File: config.mk
export PLATFORM = sky130hd
export DESIGN_NAME = id_stage_pipe
export DESIGN_NICKNAME = d
export VERILOG_FILES = /design/src/rtl/id_pkg.sv /design/src/rtl/id_decode_comb.sv /design/src/rtl/id_stage_pipe.sv
export SDC_FILE = /design/constraint.sdc
export NUM_CORES = 1
export LEC_CHECK = 0
export BUFFER_PORTS_ARGS = -buffer_cell sky130_fd_sc_hd__buf_2
export CAP_MARGIN = 20
export CORE_MARGIN = 1.5
export CORE_UTILIZATION = 50
export CTS_CLUSTER_SIZE = 24
export DETAILED_ROUTE_END_ITERATION = 8
export PLACE_DENSITY = 0.83
export SLEW_MARGIN = 30
export SYNTH_ARGS = -nofsm -noshare
export SYNTH_HDL_FRONTEND = slang
export SYNTH_SLANG_ARGS = --single-unit
File: constraint.sdc
create_clock -name clk -period 3.45 [get_ports clk]
set_clock_uncertainty 0.2 [all_clocks]
set_input_delay 0.345 -clock clk [delete_from_list [all_inputs] [get_ports clk]]
set_output_delay 0.345 -clock clk [all_outputs]
set_load 0.05 [all_outputs]
File: src/rtl/id_pkg.sv
// Shared encodings for the decode stage: MIPS32 opcode/func values, control-field
// encodings, stage FSM states and the registered control bundle layout.
package id_pkg;

  localparam int unsigned FIELD_W = 5;

  localparam logic [5:0] OP_RTYPE  = 6'h00;
  localparam logic [5:0] OP_REGIMM = 6'h01;
  localparam logic [5:0] OP_J      = 6'h02;
  localparam logic [5:0] OP_JAL    = 6'h03;
  localparam logic [5:0] OP_BEQ    = 6'h04;
  localparam logic [5:0] OP_BNE    = 6'h05;
  localparam logic [5:0] OP_BLEZ   = 6'h06;
  localparam logic [5:0] OP_BGTZ   = 6'h07;
  localparam logic [5:0] OP_ADDI   = 6'h08;
  localparam logic [5:0] OP_ADDIU  = 6'h09;
  localparam logic [5:0] OP_ANDI   = 6'h0C;
  localparam logic [5:0] OP_ORI    = 6'h0D;
  localparam logic [5:0] OP_XORI   = 6'h0E;
  localparam logic [5:0] OP_LUI    = 6'h0F;
  localparam logic [5:0] OP_LW     = 6'h23;
  localparam logic [5:0] OP_SW     = 6'h2B;

  localparam logic [5:0] FN_SLL  = 6'h00;
  localparam logic [5:0] FN_SRL  = 6'h02;
  localparam logic [5:0] FN_SRA  = 6'h03;
  localparam logic [5:0] FN_SLLV = 6'h04;
  localparam logic [5:0] FN_SRLV = 6'h06;
  localparam logic [5:0] FN_SRAV = 6'h07;
  localparam logic [5:0] FN_JR   = 6'h08;
  localparam logic [5:0] FN_JALR = 6'h09;
  localparam logic [5:0] FN_ADD  = 6'h20;
  localparam logic [5:0] FN_ADDU = 6'h21;
  localparam logic [5:0] FN_SUB  = 6'h22;
  localparam logic [5:0] FN_SUBU = 6'h23;
  localparam logic [5:0] FN_AND  = 6'h24;
  localparam logic [5:0] FN_OR   = 6'h25;
  localparam logic [5:0] FN_XOR  = 6'h26;
  localparam logic [5:0] FN_NOR  = 6'h27;
  localparam logic [5:0] FN_SLT  = 6'h2A;
  localparam logic [5:0] FN_SLTU = 6'h2B;

  localparam logic [3:0] ALU_ADD  = 4'b0000;
  localparam logic [3:0] ALU_SUB  = 4'b0001;
  localparam logic [3:0] ALU_AND  = 4'b0010;
  localparam logic [3:0] ALU_OR   = 4'b0011;
  localparam logic [3:0] ALU_XOR  = 4'b0100;
  localparam logic [3:0] ALU_NOR  = 4'b0101;
  localparam logic [3:0] ALU_SLT  = 4'b0110;
  localparam logic [3:0] ALU_ADDU = 4'b0111;
  localparam logic [3:0] ALU_SUBU = 4'b1000;
  localparam logic [3:0] ALU_SLTU = 4'b1001;

  localparam logic [1:0] AF_SIGN = 2'b00;
  localparam logic [1:0] AF_ZERO = 2'b01;
  localparam logic [1:0] AF_UPPR = 2'b10;

  localparam logic [2:0] BF_NONE = 3'b000;
  localparam logic [2:0] BF_BLTZ = 3'b010;
  localparam logic [2:0] BF_BGEZ = 3'b011;

  localparam logic [1:0] PC_SEQ = 2'b00;
  localparam logic [1:0] PC_REG = 2'b01;
  localparam logic [1:0] PC_BR  = 2'b10;
  localparam logic [1:0] PC_JMP = 2'b11;

  localparam logic [1:0] GP_ALU   = 2'b00;
  localparam logic [1:0] GP_MEM   = 2'b01;
  localparam logic [1:0] GP_SHIFT = 2'b10;
  localparam logic [1:0] GP_LINK  = 2'b11;

  typedef enum logic [1:0] {
    ST_EMPTY  = 2'b00,
    ST_FULL   = 2'b01,
    ST_BUBBLE = 2'b10
  } state_t;

  typedef struct packed {
    logic [1:0] pc_mux_sel;
    logic [1:0] gp_mux_sel;
    logic       alu_src;
    logic       gp_we;
    logic       mem_we;
    logic       mem_to_reg;
    logic [3:0] alu_op;
    logic [1:0] af;
    logic [2:0] bf;
    logic       illegal;
  } ctrl_t;

endpackage

File: src/rtl/id_decode_comb.sv
// Pure combinational MIPS32 subset decoder: control bundle, destination register,
// source-usage flags for the interlock, and illegal-instruction detection.
module id_decode_comb
  import id_pkg::*;
#(
  parameter int unsigned REG_AW   = 5,
  parameter int unsigned FLAG_ILL = 1
) (
  input  logic [5:0]         i_op,
  input  logic [5:0]         i_func,
  input  logic [FIELD_W-1:0] i_rt,
  input  logic [FIELD_W-1:0] i_rd,
  output ctrl_t              o_ctrl_c,
  output logic [REG_AW-1:0]  o_cad_c,
  output logic               o_uses_rs_c,
  output logic               o_uses_rt_c
);

  logic w_ill;

  always_comb begin
    o_ctrl_c    = '0;
    o_cad_c     = '0;
    o_uses_rs_c = 1'b1;
    o_uses_rt_c = 1'b0;
    w_ill       = 1'b0;
    case (i_op)
      OP_RTYPE: begin
        o_ctrl_c.gp_we = 1'b1;
        o_cad_c        = REG_AW'(i_rd);
        o_uses_rt_c    = 1'b1;
        case (i_func)
          FN_SLL, FN_SRL, FN_SRA: begin
            o_ctrl_c.gp_mux_sel = GP_SHIFT;
            o_uses_rs_c         = 1'b0;
          end
          FN_SLLV, FN_SRLV, FN_SRAV: o_ctrl_c.gp_mux_sel = GP_SHIFT;
          FN_ADD:  o_ctrl_c.alu_op = ALU_ADD;
          FN_ADDU: o_ctrl_c.alu_op = ALU_ADDU;
          FN_SUB:  o_ctrl_c.alu_op = ALU_SUB;
          FN_SUBU: o_ctrl_c.alu_op = ALU_SUBU;
          FN_AND:  o_ctrl_c.alu_op = ALU_AND;
          FN_OR:   o_ctrl_c.alu_op = ALU_OR;
          FN_XOR:  o_ctrl_c.alu_op = ALU_XOR;
          FN_NOR:  o_ctrl_c.alu_op = ALU_NOR;
          FN_SLT:  o_ctrl_c.alu_op = ALU_SLT;
          FN_SLTU: o_ctrl_c.alu_op = ALU_SLTU;
          FN_JR: begin
            o_ctrl_c.pc_mux_sel = PC_REG;
            o_ctrl_c.gp_we      = 1'b0;
          end
          FN_JALR: begin
            o_ctrl_c.pc_mux_sel = PC_REG;
            o_ctrl_c.gp_mux_sel = GP_LINK;
          end
          default: w_ill = 1'b1;
        endcase
      end
      OP_LW: begin
        o_ctrl_c.alu_src    = 1'b1;
        o_ctrl_c.gp_we      = 1'b1;
        o_ctrl_c.mem_to_reg = 1'b1;
        o_ctrl_c.gp_mux_sel = GP_MEM;
        o_cad_c             = REG_AW'(i_rt);
      end
      OP_SW: begin
        o_ctrl_c.alu_src = 1'b1;
        o_ctrl_c.mem_we  = 1'b1;
        o_uses_rt_c      = 1'b1;
      end
      OP_ADDI, OP_ADDIU, OP_ANDI, OP_ORI, OP_XORI, OP_LUI: begin
        o_ctrl_c.alu_src = 1'b1;
        o_ctrl_c.gp_we   = 1'b1;
        o_cad_c          = REG_AW'(i_rt);
        case (i_op)
          OP_ADDI:  begin o_ctrl_c.alu_op = ALU_ADD;  o_ctrl_c.af = AF_SIGN; end
          OP_ADDIU: begin o_ctrl_c.alu_op = ALU_ADDU; o_ctrl_c.af = AF_SIGN; end
          OP_ANDI:  begin o_ctrl_c.alu_op = ALU_AND;  o_ctrl_c.af = AF_ZERO; end
          OP_ORI:   begin o_ctrl_c.alu_op = ALU_OR;   o_ctrl_c.af = AF_ZERO; end
          OP_XORI:  begin o_ctrl_c.alu_op = ALU_XOR;  o_ctrl_c.af = AF_ZERO; end
          default: begin
            o_ctrl_c.alu_op = ALU_OR;
            o_ctrl_c.af     = AF_UPPR;
            o_uses_rs_c     = 1'b0;
          end
        endcase
      end
      OP_REGIMM: begin
        o_ctrl_c.pc_mux_sel = PC_BR;
        o_ctrl_c.bf         = (i_rt == '0) ? BF_BLTZ : BF_BGEZ;
      end
      OP_BEQ, OP_BNE, OP_BLEZ, OP_BGTZ: begin
        o_ctrl_c.pc_mux_sel = PC_BR;
        o_ctrl_c.bf         = {1'b1, i_op[1:0]};
        o_uses_rt_c         = (i_op == OP_BEQ) || (i_op == OP_BNE);
      end
      OP_J: begin
        o_ctrl_c.pc_mux_sel = PC_JMP;
        o_uses_rs_c         = 1'b0;
      end
      OP_JAL: begin
        o_ctrl_c.pc_mux_sel = PC_JMP;
        o_ctrl_c.gp_we      = 1'b1;
        o_ctrl_c.gp_mux_sel = GP_LINK;
        o_cad_c             = REG_AW'(5'd31);
        o_uses_rs_c         = 1'b0;
      end
      default: w_ill = 1'b1;
    endcase
    // Unsupported encodings travel down the pipe as harmless, flagged bundles
    if ((FLAG_ILL != 0) && w_ill) begin
      o_ctrl_c.gp_we      = 1'b0;
      o_ctrl_c.mem_we     = 1'b0;
      o_ctrl_c.pc_mux_sel = PC_SEQ;
      o_ctrl_c.illegal    = 1'b1;
    end
  end

endmodule

File: src/rtl/id_stage_pipe.sv
// Registered, handshaked ID stage: decode, EMPTY/FULL/BUBBLE flow control,
// load-use interlock and flush.
module id_stage_pipe
  import id_pkg::*;
#(
  parameter int unsigned DATA_W    = 32,
  parameter int unsigned REG_AW    = 5,
  parameter int unsigned HAZARD_EN = 1,
  parameter int unsigned FLAG_ILL  = 1
) (
  input  logic              clk,
  input  logic              rst_n,
  input  logic              in_valid,
  output logic              in_ready,
  input  logic [DATA_W-1:0] in_instr,
  input  logic [DATA_W-1:0] in_pc,
  input  logic              flush,
  output logic              out_valid,
  input  logic              out_ready,
  output logic [DATA_W-1:0] out_pc,
  output logic [REG_AW-1:0] out_rs,
  output logic [REG_AW-1:0] out_rt,
  output logic [REG_AW-1:0] out_rd,
  output logic [REG_AW-1:0] out_sa,
  output logic [15:0]       out_imm,
  output logic [25:0]       out_jidx,
  output logic [1:0]        out_pc_mux_sel,
  output logic [1:0]        out_gp_mux_sel,
  output logic              out_alu_src,
  output logic              out_gp_we,
  output logic              out_mem_we,
  output logic              out_mem_to_reg,
  output logic [3:0]        out_alu_op,
  output logic [1:0]        out_af,
  output logic [2:0]        out_bf,
  output logic [REG_AW-1:0] out_cad,
  output logic              out_illegal
);

  state_t              r_state, w_state_nxt;
  logic                r_valid;
  ctrl_t               r_ctrl, w_ctrl;
  logic [REG_AW-1:0]   r_cad, w_cad;
  logic [DATA_W-1:0]   r_pc;
  logic [REG_AW-1:0]   r_rs, r_rt, r_rd, r_sa;
  logic [15:0]         r_imm;
  logic [25:0]         r_jidx;
  logic [REG_AW-1:0]   w_rs, w_rt;
  logic                w_uses_rs, w_uses_rt;
  logic                w_load_en, w_hazard, w_accept;

  assign w_rs = REG_AW'(in_instr[25:21]);
  assign w_rt = REG_AW'(in_instr[20:16]);

  id_decode_comb #(
    .REG_AW   (REG_AW),
    .FLAG_ILL (FLAG_ILL)
  ) u_decode (
    .i_op        (in_instr[31:26]),
    .i_func      (in_instr[5:0]),
    .i_rt        (in_instr[20:16]),
    .i_rd        (in_instr[15:11]),
    .o_ctrl_c    (w_ctrl),
    .o_cad_c     (w_cad),
    .o_uses_rs_c (w_uses_rs),
    .o_uses_rt_c (w_uses_rt)
  );

  // Load in the output slot whose destination feeds the incoming instruction
  assign w_hazard = (HAZARD_EN != 0) && r_valid && r_ctrl.mem_to_reg && (r_cad != '0) &&
                    in_valid && ((w_uses_rs && (w_rs == r_cad)) ||
                                 (w_uses_rt && (w_rt == r_cad)));
  assign w_load_en = !r_valid || out_ready;
  assign in_ready  = rst_n && w_load_en && !w_hazard && !flush;
  assign w_accept  = in_valid && in_ready;

  always_comb begin
    w_state_nxt = r_state;
    if (flush) begin
      w_state_nxt = ST_EMPTY;
    end else if (w_accept) begin
      w_state_nxt = ST_FULL;
    end else if (w_load_en) begin
      w_state_nxt = w_hazard ? ST_BUBBLE : ST_EMPTY;
    end
  end

  always_ff @(posedge clk or negedge rst_n) begin
    if (!rst_n) begin
      r_state <= ST_EMPTY;
      r_valid <= 1'b0;
    end else begin
      r_state <= w_state_nxt;
      r_valid <= (w_state_nxt == ST_FULL);
    end
  end

  // Bundle registers only move on an accepted instruction, so a stalled bundle holds
  always_ff @(posedge clk or negedge rst_n) begin
    if (!rst_n) begin
      r_ctrl <= '0;
      r_cad  <= '0;
      r_pc   <= '0;
      r_rs   <= '0;
      r_rt   <= '0;
      r_rd   <= '0;
      r_sa   <= '0;
      r_imm  <= '0;
      r_jidx <= '0;
    end else if (w_accept) begin
      r_ctrl <= w_ctrl;
      r_cad  <= w_cad;
      r_pc   <= in_pc;
      r_rs   <= w_rs;
      r_rt   <= w_rt;
      r_rd   <= REG_AW'(in_instr[15:11]);
      r_sa   <= REG_AW'(in_instr[10:6]);
      r_imm  <= in_instr[15:0];
      r_jidx <= in_instr[25:0];
    end
  end

  assign out_valid      = r_valid;
  assign out_pc         = r_pc;
  assign out_rs         = r_rs;
  assign out_rt         = r_rt;
  assign out_rd         = r_rd;
  assign out_sa         = r_sa;
  assign out_imm        = r_imm;
  assign out_jidx       = r_jidx;
  assign out_pc_mux_sel = r_ctrl.pc_mux_sel;
  assign out_gp_mux_sel = r_ctrl.gp_mux_sel;
  assign out_alu_src    = r_ctrl.alu_src;
  assign out_gp_we      = r_ctrl.gp_we;
  assign out_mem_we     = r_ctrl.mem_we;
  assign out_mem_to_reg = r_ctrl.mem_to_reg;
  assign out_alu_op     = r_ctrl.alu_op;
  assign out_af         = r_ctrl.af;
  assign out_bf         = r_ctrl.bf;
  assign out_cad        = r_cad;
  assign out_illegal    = r_ctrl.illegal;

endmodule

After elaboration in Yosys (flattened, before gate mapping)
Index checks and enable logic that the tools add are counted.
Word-level totals
  bits in registers: 120
  output and inout bits: 119
Cells by class
  equality and inequality tests: 35
  reduce and logical (&&, ||, !) cells: 34
  multiplexer cells: 29
Operator list (number)
  $eq 6x6->1 const B: 12
  $eq 6x4->1 const B: 8
  $eq 6x3->1 const B: 7
  $pmux 4 s9: 1
  $pmux 5 s5: 1
  $eq 6x2->1 const B: 4
  $reduce_or 18->1: 1
  $reduce_or 8->1: 2
  $pmux 5 s3: 1
  $reduce_or 15->1: 1
  $mux 2: 7
  $logic_not 6->1: 2
  $pmux 2 s3: 2
  $reduce_or 6->1: 2
  $eq 5x5->1: 2
  $logic_and 1x1->1: 10
  $mux 1: 10
  $reduce_or 5->1: 2
  $pmux 4 s2: 1
  $reduce_or 7->1: 1
  $eq 6x1->1 const B: 1
  $pmux 1 s2: 3
  $pmux 3 s2: 1
  $reduce_or 2->1: 3
  9 further kinds: 13

Longest topological paths before layout
  depth after elaboration: 14
  depth in mapped cells: 9
  depth with buffers taken out: 6

Hierarchy
From an unflattened synthesis, not the netlist that was laid out.
Second synthesis, totals
  cells, all modules: 352
  area total of the unflattened synthesis: 4573.1 µm²
Modules (own cells, without submodules)
  id_stage_pipe: times used 1, area each 3910.0 µm², cells an instance 241
  id_decode_comb: times used 1, area each 663.1 µm², cells an instance 111

Worst setup path before layout
OpenSTA, ideal clock, no wires.
  path type: reg2out
  start point: register r_cad[1] (netlist: out_cad[1])
  end point: output port in_ready
  arrival time: 2.435 ns
  path slack: 0.470 ns
  stages on the path, launching flop included: 6
  path through: dfrtp_1 -> or4_1 -> o211ai_1 -> a21oi_2 -> clkbuf_1 -> a21oi_1
Between the ends
  longest elaborated chain between the ends: 7
  elaborated cells between the ends (all ways): 12
  classes of those cells: 2 x eq/ne; 10 x reduce/logical
RTL lines
  from (decl): line id_stage_pipe.sv:43  | logic [REG_AW-1:0] r_cad, w_cad;
  from (signal assigned): line id_stage_pipe.sv:112  | r_cad <= w_cad;
  $eq 5x5->1 (tied with other cells): line id_stage_pipe.sv:71  | in_valid && ((w_uses_rs && (w_rs == r_cad)) ||
  $logic_and 1x1->1 (on tied branches): line id_stage_pipe.sv:71, id_stage_pipe.sv:70, id_stage_pipe.sv:72
  $logic_or 1x1->1 or $logic_and 1x1->1 (tied branches): line id_stage_pipe.sv:71, id_stage_pipe.sv:70
  $logic_and 1x1->1 (*): line id_stage_pipe.sv:71
  $logic_not 1->1 (*): line id_stage_pipe.sv:74  | assign in_ready = rst_n && w_load_en && !w_hazard && !flush;
  $logic_and 1x1->1 (*) (2 in a row): line id_stage_pipe.sv:74
  to (decl): line id_stage_pipe.sv:14  | output logic in_ready,
Every way passes the cells marked *; elsewhere a longest branch is shown, timed or not.

Final worst setup path
  start point: register r_cad[0] (netlist: out_cad[0])
  end point: output port in_ready
Same word-level chain as after synthesis.

==> flow_summary_export.csv <==
group,metric,value,unit
global_routing,grt-busiest-layer,"met2",
setup_path,crit_fanout,8,
logic_synthesis,synth_edf_count,0,
cells_and_area,drive_gt1_frac,0.506,
cells_and_area,largest_reg_flops,32,
cells_and_area,synthToLayoutAreaGrowth,26.6,%
route,avgRoutedWirePerCell,17.1,um
logic_synthesis,ys_seq_area_frac,0.486,
clock_network,cts_buffer_depth,2,
floorplanning,die_w,96.0,um
place,hpwl,7560,um
route,drtIter0Drc,234,
global_routing,grt-ovfl-total,0,
global_routing,grt_use_met3,0.0648,
clock_network,htreeDepth,3,
sta,timing.final.crit_share,0.798,
sta,setup_viol,0,
outcome,violations,"negative hold slack",
cells_and_area,mostFrequentLayoutCell,"buf_2",
setup_path,worstPathArrival,2210,ps
cells_and_area,instances_no_fill,621,
clock_network,clk_pin_slew_worst_paths,90,ps
clock_network,cts_sinks,84,
global_routing,first_global_vias,3130,
logic_synthesis,async_reset_ff_frac,1.00,
logic_synthesis,syn_area,4320,sq um
clock_network,clkLatencyLatePin,350,ps
logic_synthesis,synth-seq-cells,84,
outcome,status,"finished, violations left",
global_routing,grt_util_met1,0.298,
floorplanning,ios,188,
setup_path,crit_type,"reg2out",
place,dp_cells,583,
setup_path,required,2900,ps
clock_network,cts_tree,"yes",
sta,worst_pin_slew,755,ps
route,via_count,3277,
route,wl,10600,um
logic_synthesis,postSynthNetCount,409,
sta,slew_headroom,0.497,
route,route.detailed.drc,0,
cells_and_area,diodes,0,
setup_path,worstSetupEndpointType,"output pin",
clock_network,cts-root-buf,"clkbuf_8",
logic_synthesis,synthFlopType,"dfrtp_1",
sta,whs,-30.3,ps
sta,period_needed,2750,ps
global_routing,antenna_found_initial,0,
clock_network,numCtsBuffers,9,
place,numPortBuffers,187,
sta,hold_viol,30,
place,gp_congestion,0.837,
power,p_per_area,632,nW/um^2
floorplanning,core,8300,sq um
sta,fin_setup_tns,0,ps
power,vdd_drop_max,302,uV
floorplanning,start_util,0.521,
power,p_total,3460,uW
logic_synthesis,ys_types,48,
global_routing,grt_pass1_wl,15800,um
route,postRouteAntennaNets,0,
floorplanning,dieArea,9210,sq um
run,maxCapViolations,0,
logic_synthesis,avgSynthCellArea,12.7,sq um
setup_path,start_kind,"flip-flop",
worst_hold_path,hold_class,"in2async",
sta,rsz0062_at_grt,"no",
logic_synthesis,synth-warning-count,0,
cells_and_area,mostFrequentLayoutCells,"186 x buf_2, 84 x dfrtp_1, 49 x mux2_4, 25 x mux2_1, 22 x dlygate4sd3_1",
sta,clock.fmax,0.363,GHz
global_routing,grt_max_degree,85,
cells_and_area,nets,580,
global_routing,grt_use_total,0.227,
logic_synthesis,syn-instance-count,340,
route,avgViaCountPerCell,5.28,
sta,drv_slew,0,
route,drtPass1Iterations,4,
global_routing,met2_usage,0.367,
power,leakage,0.00275,uW
floorplanning,die_y,96.0,um
floorplanning,num_rows,33,
## cell families (layout without fill, tap and decap cells)
logic type      after synthesis  after routing  synth area share
buf+inv                      58            234            0.0938
xor+xnor                     11             11            0.0223
compound gates               55             55            0.0842
flops                        84             84             0.486
simple gates                 56             56            0.0735
mux                          76             76             0.240
## routing by layer
| metal | wire length (um) | vias up | share of wire |
|---|---|---|---|
| met1 | 4410 | 1590 | 0.41 |
| met2 | 5360 | 149 | 0.50 |
| met4 | 184 | 0 | 0.017 |
| met3 | 692 | 16 | 0.065 |
| met5 | 0 | - | 0 |
| li1 | - | 1522 | - |
## stage by stage
| step | utilization | setup slack [ps] | cell area, sq um |
|---|---|---|---|
| after global routing | 0.659 | 536 | 5470 |
| after global placement | 0.608 | 791 | 5050 |
| after detailed placement | 0.609 | 684 | 5050 |
| final | 0.659 | 696 | 5470 |
| after CTS | 0.650 | 693 | 5390 |
| after floorplan | - | 470 | 4320 |
## area by class of cell
cell class	count	area, sq um
Inverter	4	15.0
Clock inverter	6	72.6
Sequential cell	84	2100
Clock buffer	10	128
Multi-Input combinational cell	198	1820
Timing Repair Buffer	214	1200
Tap cell	105	131
Fill cell	641	2830
## path summary, 6_finish.rpt
check | end | from | slack [ps] | cells after the start
hold / removal | r_state[0] | rst_n | -30 | 2
hold reg to reg | out_valid | r_state[1] | 260 | 1
setup / recovery | in_ready | out_cad[0] | 700 | 6
setup reg to reg | out_rs[3] | out_cad[1] | 790 | 6
max in group asynchronous | out_mem_to_reg | rst_n | 2540 | 2
min in group clk | out_pc[20] | in_pc[20] | 20 | 2
## power breakdown
part	switching (uW)	internal [uW]
logic	1110	397
clock network	364	341
registers	105	1140
total	1580	1880
## cell usage after synthesis (3+ instances only)
library cell   n  share of area
a21oi_1       12          0.014
a221o_1        5          0.012
buf_2          6         0.0069
buf_4         36          0.063
buf_6          6          0.016
clkbuf_1       6         0.0052
dfrtp_1       84           0.49
inv_1          4         0.0035
mux2_1        25          0.065
mux2_4        49           0.17
nand2_1        7         0.0061
nand2b_1       3         0.0043
nand3_1        3         0.0035
nand3b_1       3         0.0052
nor2_1         9         0.0078
nor2b_1        3         0.0043
nor3_1         8         0.0093
nor3b_1        3         0.0052
o21ai_0       15          0.017
o31ai_1        5         0.0087
o41ai_1        3         0.0061
or3_1          3         0.0043
xnor2_1        7          0.014
xor2_1         4         0.0081
## repair_timing
action	in CTS	in global routing
buffers inserted	0	0
gates resized for setup	0	0
endpoints found under the setup margin	0	0
hold buffers	14	8
endpoints found under the hold margin	14	8
## worst max-delay path: stages, from the launching register on
cell      delay [ps]
dfrtp_1          500
xnor2_1          150
nand4_1          110
a2111o_1         370
a21oi_2          380
a21oi_1          120
buf_2            220
Power figures use the tool's default switching activity.
